<file path="src/rtl/uart_tx_framed.sv">
`default_nettype none
// ============================================================================
// uart_tx_framed : buffered UART transmitter (DATA_BITS data, opt. parity, 1/2 stop)
// Parity generation is built only when UART_TX_PARITY_EN is defined.
// Revision 1.0
// ============================================================================
module uart_tx_framed #(
   parameter int BAUD              = 115200,
   parameter int SOURCE_FREQ       = 25000000,
   parameter int ACCUMULATOR_WIDTH = 16,
   parameter int DATA_BITS         = 8,
   parameter int FIFO_DEPTH        = 4
) (
   input  logic                          sourceClk,
   input  logic                          reset,
   input  logic                          tx_valid,
   input  logic [DATA_BITS-1:0]          tx_data,
   output logic                          tx_ready,
   input  logic [1:0]                    cfg_parity,
   input  logic                          cfg_stop2,
   output logic                          tx_out,
   output logic                          tx_busy,
   output logic                          tx_complete,
   output logic [$clog2(FIFO_DEPTH):0]   fifo_level
);

   localparam int W     = ACCUMULATOR_WIDTH;
   localparam int PTR_W = $clog2(FIFO_DEPTH);
   localparam int LVL_W = PTR_W + 1;
   localparam longint INC_L = ((longint'(BAUD) << (W - 4)) + (longint'(SOURCE_FREQ) >> 5))
                              / (longint'(SOURCE_FREQ) >> 4);
   localparam logic [W:0] INC       = (W + 1)'(INC_L);
   localparam logic [W:0] FRAC_MASK = {1'b0, {W{1'b1}}};
   localparam logic [3:0] LAST_BIT  = 4'(DATA_BITS - 1);
   localparam logic [LVL_W-1:0] FULL_LEVEL = LVL_W'(FIFO_DEPTH);

   typedef enum logic [2:0] {
      IDLE   = 3'd0,
      START  = 3'd1,
      DATA   = 3'd2,
`ifdef UART_TX_PARITY_EN
      PARITY = 3'd3,
`endif
      STOP   = 3'd4
   } state_t;

   // ------------------------------------------------------------------ FIFO
   logic [DATA_BITS-1:0] mem [FIFO_DEPTH];
   logic [PTR_W-1:0]     wr_ptr;
   logic [PTR_W-1:0]     rd_ptr;
   logic [LVL_W-1:0]     level;
   logic                 push;
   logic                 pop;
   logic                 fifo_empty;

   assign tx_ready   = (level != FULL_LEVEL);
   assign push       = tx_valid && tx_ready;
   assign fifo_empty = (level == '0);
   assign fifo_level = level;

   always_ff @(posedge sourceClk) begin
      if (!reset) begin
         wr_ptr <= '0;
         rd_ptr <= '0;
         level  <= '0;
      end else begin
         if (push) wr_ptr <= wr_ptr + PTR_W'(1);
         if (pop)  rd_ptr <= rd_ptr + PTR_W'(1);
         case ({push, pop})
            2'b10:   level <= level + LVL_W'(1);
            2'b01:   level <= level - LVL_W'(1);
            default: level <= level;
         endcase
      end
   end

   always_ff @(posedge sourceClk) begin
      if (push) mem[wr_ptr] <= tx_data;
   end

   // ------------------------------------------------------- baud generator
   state_t     state;
   state_t     state_nxt;
   state_t     after_data;
   logic [W:0] acc;
   logic [W:0] acc_sum;
   logic       tick;

   // Carry out of the fractional sum marks the bit boundary; remainder is kept.
   assign acc_sum = (acc & FRAC_MASK) + INC;
   assign tick    = acc_sum[W];

   always_ff @(posedge sourceClk) begin
      if (!reset) begin
         acc <= '0;
      end else if (pop && (state == IDLE)) begin
         acc <= '0;
      end else begin
         acc <= acc_sum;
      end
   end

   // ---------------------------------------------------------------- parity
`ifdef UART_TX_PARITY_EN
   logic par_en;
   logic par_bit;

   always_ff @(posedge sourceClk) begin
      if (!reset) begin
         par_en  <= 1'b0;
         par_bit <= 1'b0;
      end else if (pop) begin
         par_en  <= (cfg_parity == 2'b01) || (cfg_parity == 2'b10);
         par_bit <= (^mem[rd_ptr]) ^ (cfg_parity == 2'b10);
      end
   end

   assign after_data = par_en ? PARITY : STOP;
`else
   logic unused_cfg_parity;
   assign unused_cfg_parity = ^cfg_parity;
   assign after_data        = STOP;
`endif

   // ------------------------------------------------------------ frame FSM
   logic [DATA_BITS-1:0] shift;
   logic [DATA_BITS-1:0] shift_nxt;
   logic [3:0]           bit_cnt;
   logic [3:0]           bit_cnt_nxt;
   logic                 stop_extra;
   logic                 stop_extra_nxt;
   logic                 stop2_lat;
   logic                 frame_done;
   logic                 tx_out_nxt;

   always_ff @(posedge sourceClk) begin
      if (!reset) begin
         state       <= IDLE;
         shift       <= '0;
         bit_cnt     <= '0;
         stop_extra  <= 1'b0;
         stop2_lat   <= 1'b0;
         tx_out      <= 1'b1;
         tx_complete <= 1'b0;
      end else begin
         state       <= state_nxt;
         shift       <= shift_nxt;
         bit_cnt     <= bit_cnt_nxt;
         stop_extra  <= stop_extra_nxt;
         tx_out      <= tx_out_nxt;
         tx_complete <= frame_done;
         if (pop) stop2_lat <= cfg_stop2;
      end
   end

   always_comb begin
      state_nxt      = state;
      shift_nxt      = shift;
      bit_cnt_nxt    = bit_cnt;
      stop_extra_nxt = stop_extra;
      pop            = 1'b0;
      frame_done     = 1'b0;

      case (state)
         IDLE: begin
            if (!fifo_empty) begin
               pop       = 1'b1;
               shift_nxt = mem[rd_ptr];
               state_nxt = START;
            end
         end
         START: begin
            if (tick) begin
               bit_cnt_nxt = '0;
               state_nxt   = DATA;
            end
         end
         DATA: begin
            if (tick) begin
               shift_nxt = shift >> 1;
               if (bit_cnt == LAST_BIT) begin
                  stop_extra_nxt = stop2_lat;
                  state_nxt      = after_data;
               end else begin
                  bit_cnt_nxt = bit_cnt + 4'd1;
               end
            end
         end
`ifdef UART_TX_PARITY_EN
         PARITY: begin
            if (tick) begin
               stop_extra_nxt = stop2_lat;
               state_nxt      = STOP;
            end
         end
`endif
         STOP: begin
            if (tick) begin
               if (stop_extra) begin
                  stop_extra_nxt = 1'b0;
               end else begin
                  frame_done = 1'b1;
                  // Chain straight into the next start bit when work is queued.
                  if (!fifo_empty) begin
                     pop       = 1'b1;
                     shift_nxt = mem[rd_ptr];
                     state_nxt = START;
                  end else begin
                     state_nxt = IDLE;
                  end
               end
            end
         end
         default: state_nxt = IDLE;
      endcase

      case (state_nxt)
         START:   tx_out_nxt = 1'b0;
         DATA:    tx_out_nxt = shift_nxt[0];
`ifdef UART_TX_PARITY_EN
         PARITY:  tx_out_nxt = par_bit;
`endif
         default: tx_out_nxt = 1'b1;
      endcase
   end

   assign tx_busy = (state != IDLE);

endmodule
`default_nettype wire

</file>
<file path="config.mk">
export PLATFORM = sky130hd
export DESIGN_NAME = uart_tx_framed
export DESIGN_NICKNAME = d
export VERILOG_FILES = /design/src/rtl/uart_tx_framed.sv
export SDC_FILE = /design/constraint.sdc
export NUM_CORES = 1
export LEC_CHECK = 0
export ABC_AREA = 1
export CAP_MARGIN = 20
export CORE_MARGIN = 2
export CORE_UTILIZATION = 35
export DETAILED_ROUTE_END_ITERATION = 10
export DONT_BUFFER_PORTS = 1
export GPL_TIMING_DRIVEN = 0
export MAX_ROUTING_LAYER = met4
export PLACE_DENSITY = 0.48
export RECOVER_POWER = 50
export SETUP_SLACK_MARGIN = 0.15
export SLEW_MARGIN = 20
export SYNTH_ARGS = -nofsm -noshare
export SYNTH_HDL_FRONTEND = slang
export SYNTH_SLANG_ARGS = --single-unit
</file>
<file path="constraint.sdc">
create_clock -name sourceClk -period 2.08 [get_ports sourceClk]
set_input_delay 0.104 -clock sourceClk [delete_from_list [all_inputs] [get_ports sourceClk]]
set_output_delay 0.104 -clock sourceClk [all_outputs]
set_load 0.02 [all_outputs]
</file>
==> key figures <==
Worst hold path
  – Hold Path Class: in -> reg
  – Worst hold stages: 3

Clock network
  – CTS Sinks: 75
  – CTS tree: built
  – Clk_lat worst skew: 0.35 ns
  – TritonCTS Buffers: 9
  – CTS Root Cell: clkbuf_8
  – CTS HTree Levels: 3
  – Clk pin slew, worst setup/hold paths: 0.08 ns
  – Clock Path Buffers: 2

Finish
  – Fin area: 0.00404 sq mm
  – Commonest non-fill, non-tap cells in the layout: 52 x nand2_1, 40 x nor2_1, 35 x inv_1
  – Layout area overhead: 20.8%
  – Most common cell after layout, fill and taps aside: nand2_1
  – Final net count: 427
  – Finished Core Util: 0.437
  – Storage cell area: 0.00185 sq mm
  – Share of cells above drive strength 1: 0.251
  – Area of the multi-input gates: 0.00141 sq mm
  – Layout fillers: 918
  – Antenna diodes: 0

Worst setup path
  – Path depth of the worst reg2reg path: 13
  – WP data required: 2.32 ns
  – Crit path launch type: flop
  – Worst-path fanout max: 6
  – Worst path buffer plus inverter count: 2
  – Worst path top cell family by delay: simple AND/OR/NAND/NOR gates
  – Top cell by count, worst path: nand2_4
  – Worst path max stage delay: 0.39 ns
  – Critical path cell sequence: inv_2, nor3_1, nand2_1, nand2_4, nand4_4, nand2_4, ha_4, inv_4, fa_2, a21oi_2, o21ai_2, o21ai_1, a21oi_1
  – Cell depth of the worst setup path: 13
  – Crit path kind: reg -> reg
  – Slowest cell on the critical path: dfxtp_2
  – CP Capture Type: flop
  – Crit path DAT: 2.22 ns

Routing
  – Vias per cell: 4.76
  – Via count: 2,567
  – Remaining antenna violation count: 0
  – Post-Route WL: 7190 microns
  – DR iter-0 viols: 143
  – Drc violations: 0
  – DRT Pass-1 Iters: 4
  – Wire length per cell: 13.3 microns

Synth
  – Cell Area, Synth: 0.00334 sq mm
  – Synth Area per Inst: 9.06 sq um
  – Post-synthesis sequential area ratio: 0.545
  – Yosys reg bits: 75
  – Post-synthesis cell count: 369
  – Ys async rst share: 0
  – Post-synth EDFFs: 32
  – Mapped Nets: 391
  – Top_reg_cell synth: dfxtp_1
  – Synth Warn #: 0
  – Yosys cell types: 33

Die
  – Top-Level Pins: 21
  – Chip height: 102 microns
  – Chip Width: 102 microns
  – Row cnt: 35
  – Starting density of the core: 0.362
  – Core box area: 0.00924 sq mm
  – Die area: 0.0104 sq mm

Global route
  – Largest net degree at the start of global routing: 13
  – Total GRT Usage: 0.157
  – Initial antenna violation count: 0
  – First-pass GRT wire length: 12,000 microns
  – Vias in the first global route: 2,379
  – GRT overflow: 0

Run
  – Max_cap viols: 0

Pwr
  – VDD IR max: 0.546 mV
  – Leak: 1.56 nW
  – Pwr/cell area: 1290 mW/mm^2

Place
  – GP Congestion: 0.797
  – Hpwl dp: 4810 microns
  – Port bufs: 0
  – Setup WS pre-CTS: -0.0742 ns
  – Placed cell areas: 0.00354 sq mm

STA
  – Max-slew violations: 0
  – Final setup fails: 0
  – Hold slack final: 0.0537 ns
  – Period Utilization, post-route: 0.952
  – Final Hold Fails: 0
  – Min Tclk post-route: 1.98 ns
  – Final Skew: 0.0114 ns
  – Final Worst Setup Slack: 0.100 ns
  – Worst-margin pin slew: 0.845 ns
  – F_max: 0.505 GHz
  – Slew headroom: 0.434
  – Unrepaired setup endpoints after global routing: yes
  – TNS Setup: 0 ns

Run status
  – Status: finished clean
## report_power, final
part | total (W) | leakage (nW) | internal (W) | switching [W]
clock | 0.00121 | 0.105 | 0.000673 | 0.000538
sequential | 0.00213 | 0.653 | 0.00186 | 0.000265
combinational | 0.00188 | 0.802 | 0.000770 | 0.00111
## per-stage QoR
stage               power [W]  std cells
floorplan             0.00334        369
global route          0.00562        539
detailed placement    0.00376        498
finish                0.00522        539
global placement      0.00374        498
CTS                   0.00518        535
## layer usage
| layer | track usage | wire length, microns | vias up |
|---|---|---|---|
| met4 | 0.0582 | 131 | 0 |
| met1 | 0.214 | 3660 | 1189 |
| met5 | - | 0 | - |
| met3 | 0.0449 | 303 | 13 |
| met2 | 0.222 | 3090 | 41 |
| li1 | - | - | 1324 |
## worst min-delay path, cell delays in order
cell and delay [ns]:
nand2_4 0.07, o21ai_0 0.14, a21oi_1 0.04
## synth_stat cells, types with 2 or more instances
master | instances | area share
nand2_4 | 2 | 0.0067
o21ai_0 | 33 | 0.049
edfxtp_1 | 32 | 0.29
buf_2 | 5 | 0.0075
nor2_4 | 2 | 0.0067
mux2_2 | 6 | 0.020
and3_1 | 2 | 0.0037
nor3b_1 | 2 | 0.0045
nand3_1 | 8 | 0.012
dfxtp_1 | 43 | 0.26
nor3_1 | 6 | 0.0090
ha_1 | 7 | 0.026
nand4_1 | 4 | 0.0075
or2_2 | 5 | 0.0094
o21ai_1 | 4 | 0.0060
inv_2 | 2 | 0.0022
nand2_2 | 5 | 0.0094
nand3_2 | 3 | 0.0090
nor2_2 | 2 | 0.0037
nand2_1 | 61 | 0.068
inv_1 | 40 | 0.045
a21oi_1 | 34 | 0.051
xor2_1 | 2 | 0.0052
nor2_1 | 43 | 0.048
o22ai_1 | 8 | 0.015
## cells by family after synthesis
family,synth area share
adders and majority gates,0.0322
and+or+nand+nor,0.212
xor gates and xnor gates,0.00524
muxes,0.0202
buffers and inverters,0.0561
AOI/OAI and AO/OA,0.129
DFF,0.545
## registers in the layout, indices dropped and copies added (netlist names), named ones only
name and flops:
acc 15, bit_cnt 4, fifo_level 3, mem 32, rd_ptr 2, shift 8
state 3, stop2_lat 1, stop_extra 1, tx_complete 1, tx_out 1, wr_ptr 2
## what timing repair did
action / 4_1_cts / 5_1_grt
gates resized for setup: 22 / 12
buffers inserted: 11 / 4
endpoints found under the setup margin: 34 / 2
hold buffers: 10 / 0
pin swaps: 7 / 3
endpoints found under the hold margin: 35 / 0
## cell type report
cell class | count | share of cell area
inverters | 42 | 0.0397
well taps | 129 | 0.0400
multi-input cells | 246 | 0.349
plain buffers | 6 | 0.00898
clock inverters | 5 | 0.0192
repair buffers | 25 | 0.0527
flip-flops and latches | 75 | 0.458
clock buffers | 11 | 0.0325
## worst paths after layout
path | start | end | slack [ns]
min reg2reg | acc[1] | acc[1] | 0.40
max | acc[9] | fifo_level[2] | 0.10
min | tx_valid | wr_ptr[1] | 0.05
max reg2reg | acc[9] | fifo_level[2] | 0.10
No activity file was read; power rests on OpenSTA's default activity.
